**src/rtl/mmio_io_hub.sv**
```systemverilog
// Memory-mapped IO hub: req/rsp handshake with wait states, LED channels,
// debounced switches with sticky rising-edge flags, and 7-seg value/enable.
module mmio_io_hub #(
  parameter logic [31:0] IO_BASE     = 32'hFFFF_FC00,
  parameter int unsigned N_OUT       = 2,
  parameter int unsigned OUT_W       = 16,
  parameter int unsigned IN_W        = 16,
  parameter int unsigned DEB_CYC     = 1000,
  parameter int unsigned WAIT_STATES = 0
) (
  input  logic                   clk,
  input  logic                   rst,
  input  logic                   req_valid,
  input  logic                   req_we,
  input  logic [31:0]            req_addr,
  input  logic [31:0]            req_wdata,
  output logic                   req_ready,
  output logic                   rsp_valid,
  output logic [31:0]            rsp_rdata,
  output logic                   addr_err,
  input  logic [IN_W-1:0]        sw_in,
  output logic [N_OUT*OUT_W-1:0] led_out,
  output logic [31:0]            seg_value,
  output logic                   seg_en
);

  localparam int unsigned CNT_W      = $clog2(DEB_CYC);
  localparam int unsigned WS_W       = 4;
  localparam logic [31:0] WIN_SIZE   = 32'h0000_0400;
  localparam logic [31:0] OFF_SW     = 32'h0000_0000;
  localparam logic [31:0] OFF_SWEDGE = 32'h0000_0004;
  localparam logic [31:0] OFF_LED    = 32'h0000_0010;
  localparam logic [31:0] OFF_SEGVAL = 32'h0000_0020;
  localparam logic [31:0] OFF_SEGEN  = 32'h0000_0024;

  typedef enum logic [1:0] {S_IDLE, S_WAIT, S_RESP} state_e;

  state_e            state_q, state_d;
  logic [WS_W-1:0]   wait_cnt_q, wait_cnt_d;
  logic              cap_we_q, cap_we_d;
  logic [31:0]       cap_addr_q, cap_addr_d;
  logic [31:0]       cap_wdata_q, cap_wdata_d;

  logic              req_ready_q, req_ready_d;
  logic              rsp_valid_q, rsp_valid_d;
  logic              addr_err_q, addr_err_d;
  logic [31:0]       rsp_rdata_q, rsp_rdata_d;

  logic [OUT_W-1:0]  led_q [N_OUT];
  logic [OUT_W-1:0]  led_d [N_OUT];
  logic [31:0]       seg_value_q, seg_value_d;
  logic              seg_en_q, seg_en_d;

  logic [IN_W-1:0]   sync1_q, sync1_d;
  logic [IN_W-1:0]   sync2_q, sync2_d;
  logic [IN_W-1:0]   stable_q, stable_d;
  logic [CNT_W-1:0]  deb_cnt_q, deb_cnt_d;
  logic [IN_W-1:0]   edge_q, edge_d;
  logic [IN_W-1:0]   edge_clr;

  logic              commit;
  logic              acc_we;
  logic [31:0]       acc_addr;
  logic [31:0]       acc_wdata;
  logic [31:0]       acc_off;
  logic              acc_hit;
  logic [31:0]       acc_rdata;
  logic [N_OUT-1:0]  led_hit;

  // State register and all datapath flops
  always_ff @(posedge clk or posedge rst) begin
    if (rst) begin
      state_q     <= S_IDLE;
      wait_cnt_q  <= '0;
      cap_we_q    <= 1'b0;
      cap_addr_q  <= '0;
      cap_wdata_q <= '0;
      req_ready_q <= 1'b1;
      rsp_valid_q <= 1'b0;
      addr_err_q  <= 1'b0;
      rsp_rdata_q <= '0;
      for (int k = 0; k < N_OUT; k++) led_q[k] <= '0;
      seg_value_q <= '0;
      seg_en_q    <= 1'b0;
      sync1_q     <= '0;
      sync2_q     <= '0;
      stable_q    <= '0;
      deb_cnt_q   <= '0;
      edge_q      <= '0;
    end else begin
      state_q     <= state_d;
      wait_cnt_q  <= wait_cnt_d;
      cap_we_q    <= cap_we_d;
      cap_addr_q  <= cap_addr_d;
      cap_wdata_q <= cap_wdata_d;
      req_ready_q <= req_ready_d;
      rsp_valid_q <= rsp_valid_d;
      addr_err_q  <= addr_err_d;
      rsp_rdata_q <= rsp_rdata_d;
      for (int k = 0; k < N_OUT; k++) led_q[k] <= led_d[k];
      seg_value_q <= seg_value_d;
      seg_en_q    <= seg_en_d;
      sync1_q     <= sync1_d;
      sync2_q     <= sync2_d;
      stable_q    <= stable_d;
      deb_cnt_q   <= deb_cnt_d;
      edge_q      <= edge_d;
    end
  end

  // Next-state logic; request fields are captured on accept
  always_comb begin
    state_d     = state_q;
    wait_cnt_d  = wait_cnt_q;
    cap_we_d    = cap_we_q;
    cap_addr_d  = cap_addr_q;
    cap_wdata_d = cap_wdata_q;
    case (state_q)
      S_IDLE: begin
        if (req_valid) begin
          cap_we_d    = req_we;
          cap_addr_d  = req_addr;
          cap_wdata_d = req_wdata;
          wait_cnt_d  = '0;
          state_d     = (WAIT_STATES == 0) ? S_RESP : S_WAIT;
        end
      end
      S_WAIT: begin
        if (wait_cnt_q == WS_W'(WAIT_STATES - 1)) state_d = S_RESP;
        else wait_cnt_d = wait_cnt_q + WS_W'(1);
      end
      S_RESP:  state_d = S_IDLE;
      default: state_d = S_IDLE;
    endcase
  end

  // With zero wait states the commit edge is the accept edge, so use live request fields
  always_comb begin
    acc_we    = cap_we_q;
    acc_addr  = cap_addr_q;
    acc_wdata = cap_wdata_q;
    if (state_q == S_IDLE) begin
      acc_we    = req_we;
      acc_addr  = req_addr;
      acc_wdata = req_wdata;
    end
  end

  assign commit = (state_d == S_RESP);

  // Address decode and read mux
  always_comb begin
    acc_off   = acc_addr - IO_BASE;
    acc_hit   = 1'b0;
    acc_rdata = '0;
    led_hit   = '0;
    if ((acc_off < WIN_SIZE) && (acc_addr[1:0] == 2'b00)) begin
      if (acc_off == OFF_SW) begin
        acc_hit   = 1'b1;
        acc_rdata = 32'(stable_q);
      end else if (acc_off == OFF_SWEDGE) begin
        acc_hit   = 1'b1;
        acc_rdata = 32'(edge_q);
      end else if (acc_off == OFF_SEGVAL) begin
        acc_hit   = 1'b1;
        acc_rdata = seg_value_q;
      end else if (acc_off == OFF_SEGEN) begin
        acc_hit   = 1'b1;
        acc_rdata = {31'b0, seg_en_q};
      end else begin
        for (int k = 0; k < N_OUT; k++) begin
          if (acc_off == OFF_LED + 32'(4 * k)) begin
            acc_hit    = 1'b1;
            led_hit[k] = 1'b1;
            acc_rdata  = 32'(led_q[k]);
          end
        end
      end
    end
  end

  // Register writes, taken on the edge entering RESP
  always_comb begin
    for (int k = 0; k < N_OUT; k++) led_d[k] = led_q[k];
    seg_value_d = seg_value_q;
    seg_en_d    = seg_en_q;
    edge_clr    = '0;
    if (commit && acc_we && acc_hit) begin
      if (acc_off == OFF_SWEDGE) edge_clr = acc_wdata[IN_W-1:0];
      if (acc_off == OFF_SEGVAL) seg_value_d = acc_wdata;
      if (acc_off == OFF_SEGEN)  seg_en_d = acc_wdata[0];
      for (int k = 0; k < N_OUT; k++) begin
        if (led_hit[k]) led_d[k] = acc_wdata[OUT_W-1:0];
      end
    end
  end

  // FSM outputs, registered from the next state
  always_comb begin
    req_ready_d = (state_d == S_IDLE);
    rsp_valid_d = (state_d == S_RESP);
    addr_err_d  = commit && !acc_hit;
    rsp_rdata_d = rsp_rdata_q;
    if (commit) rsp_rdata_d = acc_we ? 32'h0 : acc_rdata;
  end

  // Synchroniser, shared-counter debounce, sticky rising-edge flags (set beats clear)
  always_comb begin
    sync1_d   = sw_in;
    sync2_d   = sync1_q;
    stable_d  = stable_q;
    deb_cnt_d = deb_cnt_q;
    if (sync2_q == stable_q) begin
      deb_cnt_d = '0;
    end else if (deb_cnt_q == CNT_W'(DEB_CYC - 1)) begin
      stable_d  = sync2_q;
      deb_cnt_d = '0;
    end else begin
      deb_cnt_d = deb_cnt_q + CNT_W'(1);
    end
    edge_d = (edge_q & ~edge_clr) | (stable_d & ~stable_q);
  end

  assign req_ready = req_ready_q;
  assign rsp_valid = rsp_valid_q;
  assign rsp_rdata = rsp_rdata_q;
  assign addr_err  = addr_err_q;
  assign seg_value = seg_value_q;
  assign seg_en    = seg_en_q;

  for (genvar k = 0; k < N_OUT; k++) begin : g_led
    assign led_out[k*OUT_W +: OUT_W] = led_q[k];
  end

endmodule

```
**config.mk**
```make
export PLATFORM = sky130hd
export DESIGN_NAME = mmio_io_hub
export DESIGN_NICKNAME = d
export VERILOG_FILES = /design/src/rtl/mmio_io_hub.sv
export SDC_FILE = /design/constraint.sdc
export NUM_CORES = 1
export LEC_CHECK = 0
export BUFFER_PORTS_ARGS = -buffer_cell sky130_fd_sc_hd__buf_2
export CAP_MARGIN = 20
export CELL_PAD_IN_SITES_DETAIL_PLACEMENT = 1
export CELL_PAD_IN_SITES_GLOBAL_PLACEMENT = 2
export CORE_ASPECT_RATIO = 0.5
export CORE_MARGIN = 5
export CORE_UTILIZATION = 36
export DETAILED_ROUTE_END_ITERATION = 16
export PLACE_DENSITY_LB_ADDON = 0.1
export SYNTH_ARGS = -nofsm -noshare
export SYNTH_HDL_FRONTEND = slang
export SYNTH_SLANG_ARGS = --single-unit
```
**constraint.sdc**
```tcl
create_clock -name clk -period 8.4 [get_ports clk]
set_input_delay 0.84 -clock clk [delete_from_list [all_inputs] [get_ports clk]]
set_output_delay 0.84 -clock clk [all_outputs]
set_load 0.01 [all_outputs]
```
---- Word level (Yosys, flattened, before mapping) ----
Index checks and enable logic that the tools add are counted.
operators by class
  $lt $le $gt $ge ......................... 1
  add/sub/neg operators ................... 3
  mux-type cells .......................... 36
  bitwise gates (word level) .............. 5
  reductions and logical operators ........ 16
  eq/ne operators ......................... 12
operators with widths
  cell                                                                            count
  32-bit 2-to-1 mux                                                               9
  16-bit 2-to-1 mux                                                               5
  32-bit by 5-bit equality test with 1-bit output, second input constant          2
  32-bit by 6-bit equality test with 1-bit output, second input constant          2
  16-bit bitwise AND                                                              2
  32-bit by 3-bit equality test with 1-bit output, second input constant          1
  32-bit zero test                                                                1
  32-bit by 11-bit less-than comparator with 1-bit output, second input constant  1
  16-bit NOT                                                                      2
  32-bit subtractor, second input constant                                        1
  10-bit 2-to-1 mux                                                               2
  16-bit equality test                                                            1
  16-bit OR                                                                       1
  2-bit 2-to-1 mux                                                                7
  10-bit by 1-bit adder with 10-bit output, second input constant                 1
  10-bit equality test, second input constant                                     1
  2-bit AND reduction                                                             5
  1-bit 2-to-1 mux                                                                9
  4-bit 2-to-1 mux                                                                2
  4-bit case mux with 2 select lines                                              1
  2-bit zero test                                                                 3
  4-bit by 1-bit adder with 4-bit output, second input constant                   1
  4-bit equality test, second input constant                                      1
  1-bit logical AND                                                               4
  other kinds (7)                                                                 8
word-level totals
  register bits after elaboration ......... 245
  output and inout port bits .............. 100
  input port bits ......................... 84
  word-level logic and storage cells ...... 91

---- Longest topological paths before layout ----
  depth after elaboration ................. 16
  gate-level depth with buffers ........... 13
  gate-level depth less buffers ........... 8

---- Worst setup path after synthesis ----
OpenSTA, ideal clock, no wires.
  path kind ............................... in2reg
  start point ............................. input port req_addr[23]
  end point ............................... register led_q (netlist bit led_out[10])
  buffers on the path ..................... 1
  cell stages on the path ................. 8
  arrival time ............................ 3166 ps
  required time ........................... 8272 ps
  path slack .............................. 5107 ps
  setup time .............................. 128 ps
  cell sequence ........................... or3b_1 > a22o_1 > a211oi_2 > mux2i_1 > o211ai_2 > nor4_4 > buf_4 > mux2_1
between the ends
  longest elaborated chain between the ends .. 12
  elaborated cells on any way between the ends .. 24
  classes of those cells .................. 1 x add/sub; 1 x order compare; 5 x eq/ne; 13 x mux; 4 x reduce/logical
RTL lines
  item                                             RTL line  source
  start, declared                                  15        input logic [31:0] req_addr,
  32-bit 2-to-1 mux (*)                            142       if (state_q == S_IDLE) begin
  32-bit subtractor (*)                            153       acc_off = acc_addr - IO_BASE;
  32-bit by 5-bit equality test with 1-bit output  172       if (acc_off == OFF_LED + 32'(4 * k)) begin
  1-bit 2-to-1 mux (2 in series)                   172
  1-bit 2-to-1 mux                                 167       end else if (acc_off == OFF_SEGEN) begin
  1-bit 2-to-1 mux                                 164       end else if (acc_off == OFF_SEGVAL) begin
  1-bit 2-to-1 mux                                 161       end else if (acc_off == OFF_SWEDGE) begin
  1-bit 2-to-1 mux                                 158       if (acc_off == OFF_SW) begin
  1-bit 2-to-1 mux                                 157       if ((acc_off < WIN_SIZE) && (acc_addr[1:0] == 2'b00)) begin
  1-bit logical AND                                188       if (commit && acc_we && acc_hit) begin
  2-bit AND reduction (no source line) (*)         --
  end, declared                                    49        logic [OUT_W-1:0] led_q [N_OUT];
Mark *: on every way between the ends. The rest lies on a longest branch, timed or not.
A chain may end at the register's enable or synchronous reset.

---- Worst setup path in the final report ----
  start point ............................. register state_q[1]
  end point ............................... register led_q (netlist bit led_out[30])
between the ends
  longest elaborated chain between the ends .. 13
  elaborated cells on any way between the ends .. 35
  classes of those cells .................. 1 x add/sub; 1 x order compare; 7 x eq/ne; 19 x mux; 7 x reduce/logical
RTL lines
  item                                             RTL line  source
  start, declared                                  38        state_e state_q, state_d;
  start signal, assigned                           91        state_q <= state_d;
  2-bit zero test                                  118, 142
  32-bit 2-to-1 mux                                142
  32-bit subtractor                                153
  32-bit by 5-bit equality test with 1-bit output  172
  1-bit 2-to-1 mux (2 in series)                   172
  1-bit 2-to-1 mux                                 167
  1-bit 2-to-1 mux                                 164
  1-bit 2-to-1 mux                                 161
  1-bit 2-to-1 mux                                 158
  1-bit 2-to-1 mux                                 157
  1-bit logical AND                                188
  2-bit AND reduction (no source line)             --
Parallel ways exist; a longest one is shown, timed or not.

==> results by group <==
Layout
  – Final core utilization: 43.4%
  – Share of cells above drive strength 1: 25.8%
  – Area growth syn-to-layout: 18.9%
  – # fillers: 3,414
  – Design area: 13,200 um2
  – Fin cells: 1,642
  – Nets: 1,313
  – Inserted Diodes: 0

Power and ir drop
  – Maximum vdd drop: 129 uV
  – Leakage power: 6.55 nW
  – Clock share of power: 43.2%
  – Flop pwr share: 48.0%
  – Combinational Power Share: 8.8%
  – Pwr dens: 203 nW/um2
  – Switching Power: 694 uW
  – Sw Ratio: 25.9%
  – Cell Int Power: 1.98 mW
  – Total Power: 2.67 mW

CTS
  – Post-CTS setup buffers: 0
  – Total CTS buffers: 23
  – Reg clk slew, reported paths: 0.07 ns
  – CTS Sinks: 245
  – CTS tree: yes
  – CTS max path bufs: 3
  – Root Buffer: clkbuf_16
  – Clock Latency Late Sink: 0.55 ns
  – Htree depth: 1
  – PostCTS Resize Cnt: 0
  – CTS Hold Bufs: 0

Min path
  – Worst hold path type: flip-flop to flip-flop

Floorplan
  – Die area: 34,600 um2
  – # IOs: 184
  – Num rows: 45
  – Die Y: 134 um
  – Die width: 258 um
  – Initial Util: 36.5%
  – Core ar.: 30,300 um2

Critical path
  – Required @ worst endpoint: 8.83 ns
  – Crit path buffers/inverters: 0
  – Critical path data arrival time: 5.12 ns
  – Delay-heaviest family, CP: simple AND/OR/NAND/NOR gates
  – Worst-path fanout max: 48
  – Critical path type: flip-flop to flip-flop
  – Crit path largest cell delay: 1.05 ns
  – Startpoint types: flip-flop
  – CP cell instances: or2_2 > o21ai_0 > and3_1 > a2111oi_0 > a31oi_2 > nor4_4 > mux2_2
  – Worst setup EP type: flip-flop
  – Max stage delay cell, worst path: nor4_4

Routing
  – WL/cell: 20.4 um
  – WL final: 33.5 mm
  – Vias per inst: 5.22
  – Post-route antenna net violation count: 0
  – Drc violations: 0
  – Starting DRC count in detailed routing: 385
  – TritonRoute pass-1 iters: 4
  – Vias: 8,573

Logic synthesis
  – Commonest cells in the netlist: 340 x nand2_1, 244 x dfrtp_1, 63 x mux2_2
  – Yosys top cell by area: dfrtp_1
  – Mapped Nets: 1,150
  – Most frequent cell after synthesis: nand2_1
  – Yosys warning count: 0
  – Post-Syn Instances: 1,064
  – Top cells by area, synth: dfrtp_1 55%, nand2_1 12%, mux2_2 6.4%
  – Ys flop type: dfrtp_1
  – Synthesized area: 11,100 um2
  – Asr flop ratio synth: 100%
  – Post-synth EDFFs: 0
  – Mean Syn Cell Area: 10.4 um2
  – Synth Register Bits: 245
  – Post-synthesis sequential area ratio: 55.3%
  – Synth top area share: 55.1%
  – Synth cell types: 65

Placement
  – Placed cells: 1,600
  – Setup Slack @ Placement: 3.68 ns
  – Hpwl dp: 23.4 mm
  – Placer Congestion: 0.801
  – IO Port Bufs: 183
  – Placed Area: 12,300 um2

GRT
  – Congestion Overflow GR: 0
  – Largest net degree at the start of global routing: 119
  – Initial antenna violation count: 0
  – First-pass GRT wire length: 53.8 mm
  – GRT Total Usage: 19.3%
  – Vias in the first global route: 9,213

Outcome
  – Status: complete, no violations

STA
  – Slew of the pin with the lowest slew margin: 1.10 ns
  – Final worst slack: 3.71 ns
  – Fmax: 0.213 GHz
  – RSZ-0062 raised after global routing: false
  – Final Hold Fails: 0
  – Min Hold Slack: 0.349 ns
  – Slew headroom: 25.8%
  – Final min period: 4.69 ns
  – Worst Skew: 0.0229 ns
  – Final setup viols: 0
  – Tcrit/Tclk final: 55.9%
  – Slew Viols, Final: 0
  – Setup tns final: 0 ns

Run
  – MaxCap Viol Count: 0
-- power by group through the flow --
stage                     Combinational (mW)  Sequential, mW  Clock (mW)
after floorplan                        0.153            1.29           0
after global placement                 0.232            1.30           0
final                                  0.235            1.28        1.16
after global routing                   0.268            1.29        1.24
after CTS                              0.240            1.28        1.19
after detailed placement               0.239            1.31           0
-- path summary, 6_finish.rpt --
kind / startpoint / to / slack [ns] / cells after the start
max in group asynchronous: rst / cap_wdata_q[27]$_DFFE_PP0P_ / 6.36 / 3
setup / recovery: state_q[1]$_DFF_PP0_ / led_out[30]$_DFFE_PP0P_ / 3.71 / 7
hold reg to reg: sync1_q[14]$_DFF_PP0_ / sync2_q[14]$_DFF_PP0_ / 0.35 / 0
hold / removal: sync1_q[14]$_DFF_PP0_ / sync2_q[14]$_DFF_PP0_ / 0.35 / 0
min in group asynchronous: rst / sync1_q[10]$_DFF_PP0_ / 0.45 / 2
setup reg to reg: state_q[1]$_DFF_PP0_ / led_out[30]$_DFFE_PP0P_ / 3.71 / 7
-- registers in the layout, summed over array words and instances, names as in the netlist --
name / count
seg_en: 1
seg_value: 32
rsp_rdata: 32
wait_cnt_q: 4
led_out: 32
sync2_q: 16
cap_addr_q: 32
sync1_q: 16
deb_cnt_q: 10
cap_wdata_q: 32
edge_q: 16
state_q: 2
stable_q: 16
cap_we_q: 1
addr_err: 1
rsp_valid: 1
req_ready: 1
-- layout by cell type, fill, tap and decap left out, drive strengths merged, types with 9 or more instances in the layout --
| cell | n |
|---|---|
| nand2 | 341 |
| dfrtp | 244 |
| buf | 197 |
| mux2 | 84 |
| clkbuf | 29 |
| a21oi | 27 |
| nor2 | 25 |
| xnor2 | 22 |
| mux2i | 19 |
| a32o | 18 |
| o31ai | 17 |
| nand3b | 17 |
| nor2b | 17 |
| a22oi | 16 |
| o22ai | 16 |
| a41oi | 16 |
| nand3 | 12 |
| o21ai | 12 |
| nor3 | 11 |
| nand4 | 10 |
| o211ai | 9 |
-- metal layers --
layer	track usage (%)	vias to the layer above	part of all wire, %
met5	0	-	0
met3	3.12	35	2.9
met1	26.6	4417	47
li1	-	4019	-
met4	3.26	0	1.8
met2	32.9	102	49
-- kinds of logic after synthesis --
kind of cell	share of synthesized area (%)
multiplexers	10.3
AO/OA/AOI/OAI	10.0
buffers and inverters	2.74
XOR/XNOR	2.21
flip-flops	55.3
AND/OR/NAND/NOR	19.2
adder cells (fa/ha/maj)	0.226
-- final cells by class --
cell class / count / area [um2] / area share (%)
clock inverter: 12 / 184 / 1.40
inverter: 6 / 30.0 / 0.228
timing repair buffer: 197 / 1020 / 7.78
tap: 399 / 499 / 3.79
multi-input combinational: 754 / 4660 / 35.4
clock buffer: 29 / 638 / 4.84
sequential: 245 / 6130 / 46.6
-- worst register-to-register path, stage by stage (launching register included) --
cell       delay, ns
dfrtp_1         0.85
or2_2           0.96
o21ai_0         0.29
and3_1          0.24
a2111oi_0       0.39
a31oi_2         0.39
nor4_4          1.05
mux2_2          0.42
No activity file was read; power rests on OpenSTA's default activity.
